## config.mk

```make
export PLATFORM = sky130hd
export DESIGN_NAME = reg_file_mp_flat
export DESIGN_NICKNAME = d
export VERILOG_FILES = /design/src/rtl/reg_file_mp_if.sv /design/src/rtl/reg_file_mp.sv /design/src/flat_wrapper.sv
export SDC_FILE = /design/constraint.sdc
export NUM_CORES = 2
export LEC_CHECK = 0
export CAP_MARGIN = 30
export CORE_MARGIN = 1.5
export CORE_UTILIZATION = 60
export CTS_CLUSTER_SIZE = 25
export DETAILED_ROUTE_END_ITERATION = 6
export HOLD_SLACK_MARGIN = 0.02
export PLACE_DENSITY = 0.75
export SLEW_MARGIN = 0
export SYNTH_ARGS = -nofsm -noshare
export SYNTH_HDL_FRONTEND = slang
export SYNTH_SLANG_ARGS = --single-unit
```

## constraint.sdc

```tcl
create_clock -name clk -period 4 [get_ports clk]
set_clock_uncertainty 0.15 [all_clocks]
set_input_delay 0.4 -clock clk [delete_from_list [all_inputs] [get_ports clk]]
set_output_delay 0.4 -clock clk [all_outputs]
set_load 0.02 [all_outputs]
```

## src/rtl/reg_file_mp_if.sv

```systemverilog
// Bus bundle for reg_file_mp: read ports, write port and reservation port.
// The register file drives the slave side; the issuing logic drives the master side.
interface reg_file_mp_if #(
    parameter int unsigned DATA_WIDTH = 32,
    parameter int unsigned REG_NUM    = 32,
    parameter int unsigned RD_PORTS   = 2
);
    localparam int unsigned AW = $clog2(REG_NUM);

    logic [RD_PORTS*AW-1:0]         rs_addr;
    logic [RD_PORTS*DATA_WIDTH-1:0] rs_data;
    logic [RD_PORTS-1:0]            rs_busy;
    logic [AW-1:0]                  wr_addr;
    logic [DATA_WIDTH-1:0]          wr_data;
    logic                           wr_en;
    logic [AW-1:0]                  rsv_addr;
    logic                           rsv_en;

    modport master (
        output rs_addr, wr_addr, wr_data, wr_en, rsv_addr, rsv_en,
        input  rs_data, rs_busy
    );

    modport slave (
        input  rs_addr, wr_addr, wr_data, wr_en, rsv_addr, rsv_en,
        output rs_data, rs_busy
    );
endinterface

```

## src/rtl/reg_file_mp.sv

```systemverilog
// Multi-read-port register file with a per-register busy (reservation) bitmap.
// Define REG_FILE_MP_BYPASS_EN to forward same-cycle writes to the read ports.
module reg_file_mp #(
    parameter int unsigned DATA_WIDTH = 32,
    parameter int unsigned REG_NUM    = 32,
    parameter int unsigned RD_PORTS   = 2,
    parameter int unsigned ZERO_REG   = 1
) (
    input  logic          clk,
    input  logic          rst_n,
    reg_file_mp_if.slave  bus
);
    localparam int unsigned AW = $clog2(REG_NUM);
`ifdef REG_FILE_MP_BYPASS_EN
    localparam bit BYPASS = 1'b1;
`else
    localparam bit BYPASS = 1'b0;
`endif

    logic [DATA_WIDTH-1:0]          regs_q [REG_NUM];
    logic [DATA_WIDTH-1:0]          regs_d [REG_NUM];
    logic [REG_NUM-1:0]             busy_q;
    logic [REG_NUM-1:0]             busy_d;
    logic [RD_PORTS*DATA_WIDTH-1:0] rs_data_q;
    logic [RD_PORTS*DATA_WIDTH-1:0] rs_data_d;
    logic [RD_PORTS-1:0]            rs_busy_q;
    logic [RD_PORTS-1:0]            rs_busy_d;

    // Register and bitmap update; reservation applied after the write clear so reserve wins.
    always_comb begin
        regs_d = regs_q;
        busy_d = busy_q;
        for (int unsigned r = 0; r < REG_NUM; r++) begin
            if (bus.wr_en && bus.wr_addr == AW'(r) && !(ZERO_REG != 0 && r == 0)) begin
                regs_d[r] = bus.wr_data;
                busy_d[r] = 1'b0;
            end
        end
        for (int unsigned r = 0; r < REG_NUM; r++) begin
            if (bus.rsv_en && bus.rsv_addr == AW'(r) && !(ZERO_REG != 0 && r == 0)) begin
                busy_d[r] = 1'b1;
            end
        end
    end

    // Read mux; unmatched (out-of-range) addresses fall through to zero.
    always_comb begin
        rs_data_d = '0;
        rs_busy_d = '0;
        for (int unsigned p = 0; p < RD_PORTS; p++) begin
            for (int unsigned r = 0; r < REG_NUM; r++) begin
                if (bus.rs_addr[p*AW +: AW] == AW'(r)) begin
                    if (BYPASS && bus.wr_en && bus.wr_addr == AW'(r)) begin
                        rs_data_d[p*DATA_WIDTH +: DATA_WIDTH] = regs_d[r];
                        rs_busy_d[p]                          = busy_d[r];
                    end else begin
                        rs_data_d[p*DATA_WIDTH +: DATA_WIDTH] = regs_q[r];
                        rs_busy_d[p]                          = busy_q[r];
                    end
                end
            end
        end
    end

    always_ff @(posedge clk or negedge rst_n) begin
        if (!rst_n) begin
            for (int unsigned r = 0; r < REG_NUM; r++) begin
                regs_q[r] <= '0;
            end
            busy_q    <= '0;
            rs_data_q <= '0;
            rs_busy_q <= '0;
        end else begin
            regs_q    <= regs_d;
            busy_q    <= busy_d;
            rs_data_q <= rs_data_d;
            rs_busy_q <= rs_busy_d;
        end
    end

    assign bus.rs_data = rs_data_q;
    assign bus.rs_busy = rs_busy_q;

endmodule
```

## src/flat_wrapper.sv

```systemverilog
// flat-port wrapper written by rule: the top's interface ports become plain ports
module reg_file_mp_flat 
#(
    parameter int unsigned DATA_WIDTH = 32,
    parameter int unsigned REG_NUM    = 32,
    parameter int unsigned RD_PORTS   = 2,
    parameter int unsigned ZERO_REG   = 1
)
  (clk, rst_n, bus_rs_addr, bus_wr_addr, bus_wr_data, bus_wr_en, bus_rsv_addr, bus_rsv_en, bus_rs_data, bus_rs_busy);
  reg_file_mp_if #(.DATA_WIDTH(DATA_WIDTH), .REG_NUM(REG_NUM), .RD_PORTS(RD_PORTS)) bus_i ();
  input  logic clk;
  input  logic rst_n;
  input wire logic [$bits(bus_i.rs_addr)-1:0] bus_rs_addr;
  input wire logic [$bits(bus_i.wr_addr)-1:0] bus_wr_addr;
  input wire logic [$bits(bus_i.wr_data)-1:0] bus_wr_data;
  input wire logic [$bits(bus_i.wr_en)-1:0] bus_wr_en;
  input wire logic [$bits(bus_i.rsv_addr)-1:0] bus_rsv_addr;
  input wire logic [$bits(bus_i.rsv_en)-1:0] bus_rsv_en;
  output wire logic [$bits(bus_i.rs_data)-1:0] bus_rs_data;
  output wire logic [$bits(bus_i.rs_busy)-1:0] bus_rs_busy;
  assign bus_i.rs_addr = bus_rs_addr;
  assign bus_i.wr_addr = bus_wr_addr;
  assign bus_i.wr_data = bus_wr_data;
  assign bus_i.wr_en = bus_wr_en;
  assign bus_i.rsv_addr = bus_rsv_addr;
  assign bus_i.rsv_en = bus_rsv_en;
  assign bus_rs_data = bus_i.rs_data;
  assign bus_rs_busy = bus_i.rs_busy;
  reg_file_mp #(.DATA_WIDTH(DATA_WIDTH), .REG_NUM(REG_NUM), .RD_PORTS(RD_PORTS), .ZERO_REG(ZERO_REG)) u_core (.clk(clk), .rst_n(rst_n), .bus(bus_i));
endmodule
```

After elaboration in Yosys (flattened, before gate mapping). Index checks and enable logic that the tools add are counted.

Register bits: 1089. Latch bits: 0. Memory bits (writable): 0. Memory bits (read-only): 0. Output and inout port bits: 66. Logic and storage cells: 467. Memories: 0.

$add $sub $neg: 0. Multiply operators: 0. Divide/modulo/power cells: 0. $lt $le $gt $ge: 0. Eq/ne operators: 124. Shifts and indexed selects: 0. Multiplexer cells: 186. Bitwise logic cells: 0. Reductions and logical operators: 93.

Operators by type and width (number): 32-bit two-way mux (62); 5-bit equality test (second input constant) (64); 5-bit by 4-bit equality test with 1-bit output (second input constant) (32); 1-bit two-way mux (124); 5-bit by 3-bit equality test with 1-bit output (second input constant) (16); 1-bit logical AND (62); 2-bit nonzero test (31); 5-bit by 2-bit equality test with 1-bit output (second input constant) (8); 5-bit by 1-bit equality test with 1-bit output (second input constant) (4).

Logic depth before layout (Yosys ltp).
Depth after elaboration: 32. Gate-level depth with buffers: 12. Depth with buffers taken out: 7.

Least setup slack after synthesis. OpenSTA, ideal clock, no wires.

Path kind: in2reg. Start: input port bus_rs_addr[0]. End: register u_core.rs_data_q[25], in the netlist u_core.bus.rs_data[25]. Data arrival time: 1983 ps. Path slack: 1724 ps. Stages: 9. Path buffers: 5. Cells stage by stage: buf_2 buf_4 buf_2 buf_2 buf_2 mux2i_1 o21ai_0 a222oi_1 o211ai_1.

Word-level cells in the longest chain between the ends: 32. Elaborated cells between the ends (all ways): 62. Classes of those cells: 31 x eq/ne; 31 x mux.

Ends and longest elaborated chain: start: declaration (RTL line flat_wrapper.sv:13) `input wire logic [$bits(bus_i.rs_addr)-1:0] bus_rs_addr;`; 5-bit by 1-bit equality test with 1-bit output (RTL line reg_file_mp.sv:52) `if (bus.rs_addr[p*AW +: AW] == AW'(r)) begin`; 32-bit two-way mux (30 in series) (RTL line reg_file_mp.sv:52); 32-bit two-way mux * (RTL line reg_file_mp.sv:52); via u_core.rs_data_d[25] (RTL line reg_file_mp.sv:25) `logic [RD_PORTS*DATA_WIDTH-1:0] rs_data_d;`; end signal: assignment (RTL line reg_file_mp.sv:76) `rs_data_q <= rs_data_d;`; end: declaration (RTL line reg_file_mp.sv:24) `logic [RD_PORTS*DATA_WIDTH-1:0] rs_data_q;`.

The timed path passes the listed nets; every way through them passes the cells marked *. A chain may end at the register's enable or synchronous reset.

Worst setup path in the final report.
Start: input port bus_rs_addr[7]. End: register u_core.rs_data_q[33], in the netlist u_core.bus.rs_data[33].

The elaborated chain is that of the path after synthesis.

==> run_results.csv <==
group,metric,value,unit
pwr,p_sw,9.90,mW
logic_synthesis,synth-simple-area-share,0.0901,
logic_synthesis,syn-num-nets,5490,
run,maxCapViolations,0,
global_route,grt_pass1_wl,374000,um
pwr,p_clk_frac,0.356,
logic_synthesis,synth_area_leader_cell,"dfrtp_1",
logic_synthesis,synthFlopType,"dfrtp_1",
pwr,p_comb_frac,0.176,
drt,drc_errors,31,
critical_path,cp.arrival,4.08,ns
min_path,min_path_type,"input port to asynchronous set/reset pin",
logic_synthesis,synth_area_leaders,"dfrtp_1, mux2_2, o21ai_0",
logic_synthesis,synth_cell_types,97,
floorplan,ios,122,
logic_synthesis,yosys.area_share.adder,0,
drt,avgRoutedWirePerCell,37.8,um
drt,viasPerCell,7.75,
global_route,grt_start_max_net_pins,115,
placement,dp_slack,0.0558,ns
pwr,p_seq_frac,0.468,
pwr,sw_frac_of_total,0.304,
placement,globalplace.congestion,1.07,
logic_synthesis,postSynth.asyncResetShare,1.00,
clock_network,clk_latency,0.75,ns
logic_synthesis,synthCells,5434,
final_layout,fin_nets,5635,
critical_path,cp_slowest_cell,"nand2_2",
clock_network,clkSlewWorstSetupHoldPaths,0.06,ns
logic_synthesis,syn-cell-area,58300,um2
critical_path,cp_max_fo,34,
critical_path,end_kind,"flip-flop",
critical_path,crit_start,"bus_rs_addr[7]",
final_layout,final_util,0.695,
timing,maxSlewHeadroom,0.248,
logic_synthesis,synth_compound_area_frac,0.186,
timing,final.setup.worst_slack,0.365,ns
timing,period_share,0.909,
logic_synthesis,yosys-mux-area-fraction,0.212,
drt,drtIter0Drc,9622,
global_route,track_usage,0.523,
critical_path,rr_startpoint,"u_core.regs_q[959]",
logic_synthesis,avgSynthCellArea,10.7,um2
floorplan,die_area,99000,um2
critical_path,startpoint_type,"input port",
clock_network,clock_sinks,1089,
logic_synthesis,synth-edff-count,0,
drt,dr.pass1.iters,7,
clock_network,cts_setup_buffers,0,
critical_path,critical_path_class,"input port to flip-flop",
final_layout,drive_gt1_frac,0.314,
final_layout,syn2layout_area_growth,14.9,%
clock_network,cts_root_buf,"clkbuf_16",
floorplan,die_h,315,um
placement,port-buffer-count,121,
drt,num_vias,54000,
logic_synthesis,ys_seq_elements,1089,
clock_network,tritoncts,"done",
global_route,grt_antenna_before_repair,12,
pwr,power_density,486,nW/um2
timing,tightest_slew,1.13,ns
run_status,violations,"DRC",
timing,setup_tns,0,ns
run_status,status,"complete, but fails checks",
timing,hold_viol,0,
critical_path,crit_required,4.45,ns
logic_synthesis,synth_top_area_frac,0.468,
critical_path,cp_cell_sequence,"buf_4, and2_1, nand2_2, buf_4, o22ai_1, nor3_1, o21ai_0, a21o_1, nand3_1",
global_route,grt.overflow.total,0,
pwr,vdd_drop_max,0.412,mV
critical_path,r2r_slack,1.31,ns
timing,rsz0062_at_grt,"no",
drt,routed_wl,263000,um
timing,timing.fmax,0.275,GHz
drt,drtAntennaViolNets,0,
floorplan,die_x,315,um
logic_synthesis,synth-xor-area-share,0,
placement,hpwl,176000,um
clock_network,cts_made_buffers,116,
clock_network,htreeDepth,3,
critical_path,critPathMaxStageDelay,0.66,ns
pwr,p_int,22.7,mW
floorplan,start_util,0.604,
timing,period_minus_slack,3.64,ns
logic_synthesis,seq_area_frac_synth,0.468,
critical_path,r2r_cells,7,
placement,placed_cells,6735,
pwr,leakage,29.2,nW
logic_synthesis,synth_common_cells,"dfrtp_1, mux2_2, o21ai_0",
critical_path,cpMostUsedCell,"buf_4",
clock_network,clockBufferDepth,3,
floorplan,placementRows,114,
logic_synthesis,synth_most_common_cell,"dfrtp_1",
timing,setup_viol,0,
logic_synthesis,yosysWarnings,0,
timing,finalMaxSlewViolations,0,
global_route,grt_pass1_vias,52500,
floorplan,core_area,96400,um2
final_layout,instances_no_fill,6960,
logic_synthesis,synth_top_family_by_area,"multiplexers",
[stage by stage]
stage	hold WS (ns)	power [mW]	area, um2
2_1_floorplan	-0.0456	18.0	58300
3_3_place_gp	0.295	20.5	62700
3_5_place_dp	0.288	20.7	62900
4_1_cts	0.130	32.2	66900
5_1_grt	0.146	33.3	67000
6_report	0.104	32.6	67000
[critical path: cells and delay by family]
| family | cells | cell delay (ns) |
|---|---|---|
| AO/OA/AOI/OAI | 3 | 1.24 |
| buffers and inverters | 2 | 0.88 |
| AND/OR/NAND/NOR | 4 | 1.48 |
[metal layers]
| metal | vias to the layer above | track usage | wire, um |
|---|---|---|---|
| met5 | - | 0 | 87 |
| met4 | 14 | 0.415 | 25700 |
| met3 | 1329 | 0.175 | 36000 |
| met2 | 4852 | 0.733 | 108000 |
| met1 | 26900 | 0.662 | 92800 |
| li1 | 20800 | - | - |
[layout make-up]
class	count	area, um2
diodes	5	12.5
clock buffers	171	3450
clock inverters	47	618
fillers	7305	29500
inverters	44	165
multi-input cells	3775	28700
flip-flops and latches	1089	27300
well taps	1276	1600
repair buffers	553	5210
[sequential cells by signal, indices dropped and copies added, names as in the netlist]
name,count
u_core.regs_q,992
u_core.bus.rs_data,64
u_core.busy_q,31
u_core.bus.rs_busy,2
[cell usage in the layout (no fill, tap or decap), types with 25 or more instances in the layout]
| cell | count |
|---|---|
| mux2i_1 | 93 |
| o22ai_1 | 238 |
| a21oi_1 | 283 |
| a32oi_1 | 26 |
| dfrtp_1 | 1089 |
| a211oi_1 | 31 |
| clkdlybuf4s50_1 | 108 |
| o21ai_0 | 361 |
| nor2_1 | 280 |
| nand3_1 | 85 |
| inv_1 | 42 |
| a221oi_1 | 44 |
| buf_4 | 369 |
| nand2_1 | 244 |
| a222oi_1 | 41 |
| o22a_1 | 50 |
| o221ai_1 | 39 |
| a22oi_1 | 140 |
| nand2b_1 | 28 |
| a22o_1 | 35 |
| nor3_1 | 86 |
| clkbuf_16 | 119 |
| o211ai_1 | 26 |
| buf_12 | 57 |
| mux2_2 | 1007 |
| or3_1 | 40 |
| a21o_1 | 31 |
| clkbuf_8 | 29 |
| clkinv_2 | 25 |
| a31oi_1 | 61 |
[power by group through the flow]
stage               sequential [mW]  clock, mW  combinational, mW
floorplan                      14.6          0               3.42
global placement               15.2          0               5.32
detailed placement             15.2          0               5.51
CTS                            15.1       11.6               5.54
global route                   15.4       12.0               5.96
finish                         15.3       11.6               5.72
[timing repair]
item,4_1_cts,5_1_grt
hold buffers,1,0
gates resized for setup,0,0
hold endpoints to repair,84,0
[final timing paths]
check	endpoint
max	u_core.bus.rs_data[33]
min	u_core.regs_q[816]
max reg2reg	u_core.bus.rs_data[31]
min reg2reg	u_core.regs_q[702]
max in group asynchronous	u_core.regs_q[956]
min in group clk	u_core.regs_q[376]
[logic make-up (layout without fill, tap and decap cells)]
| group | Yosys count | count (layout) |
|---|---|---|
| AO/OA/AOI/OAI | 1628 | 1628 |
| flip-flops | 1089 | 1089 |
| other | 0 | 5 |
| AND/OR/NAND/NOR | 1044 | 1044 |
| buffers and inverters | 570 | 815 |
| multiplexers | 1103 | 1103 |
(Power assumes the default switching activity.)
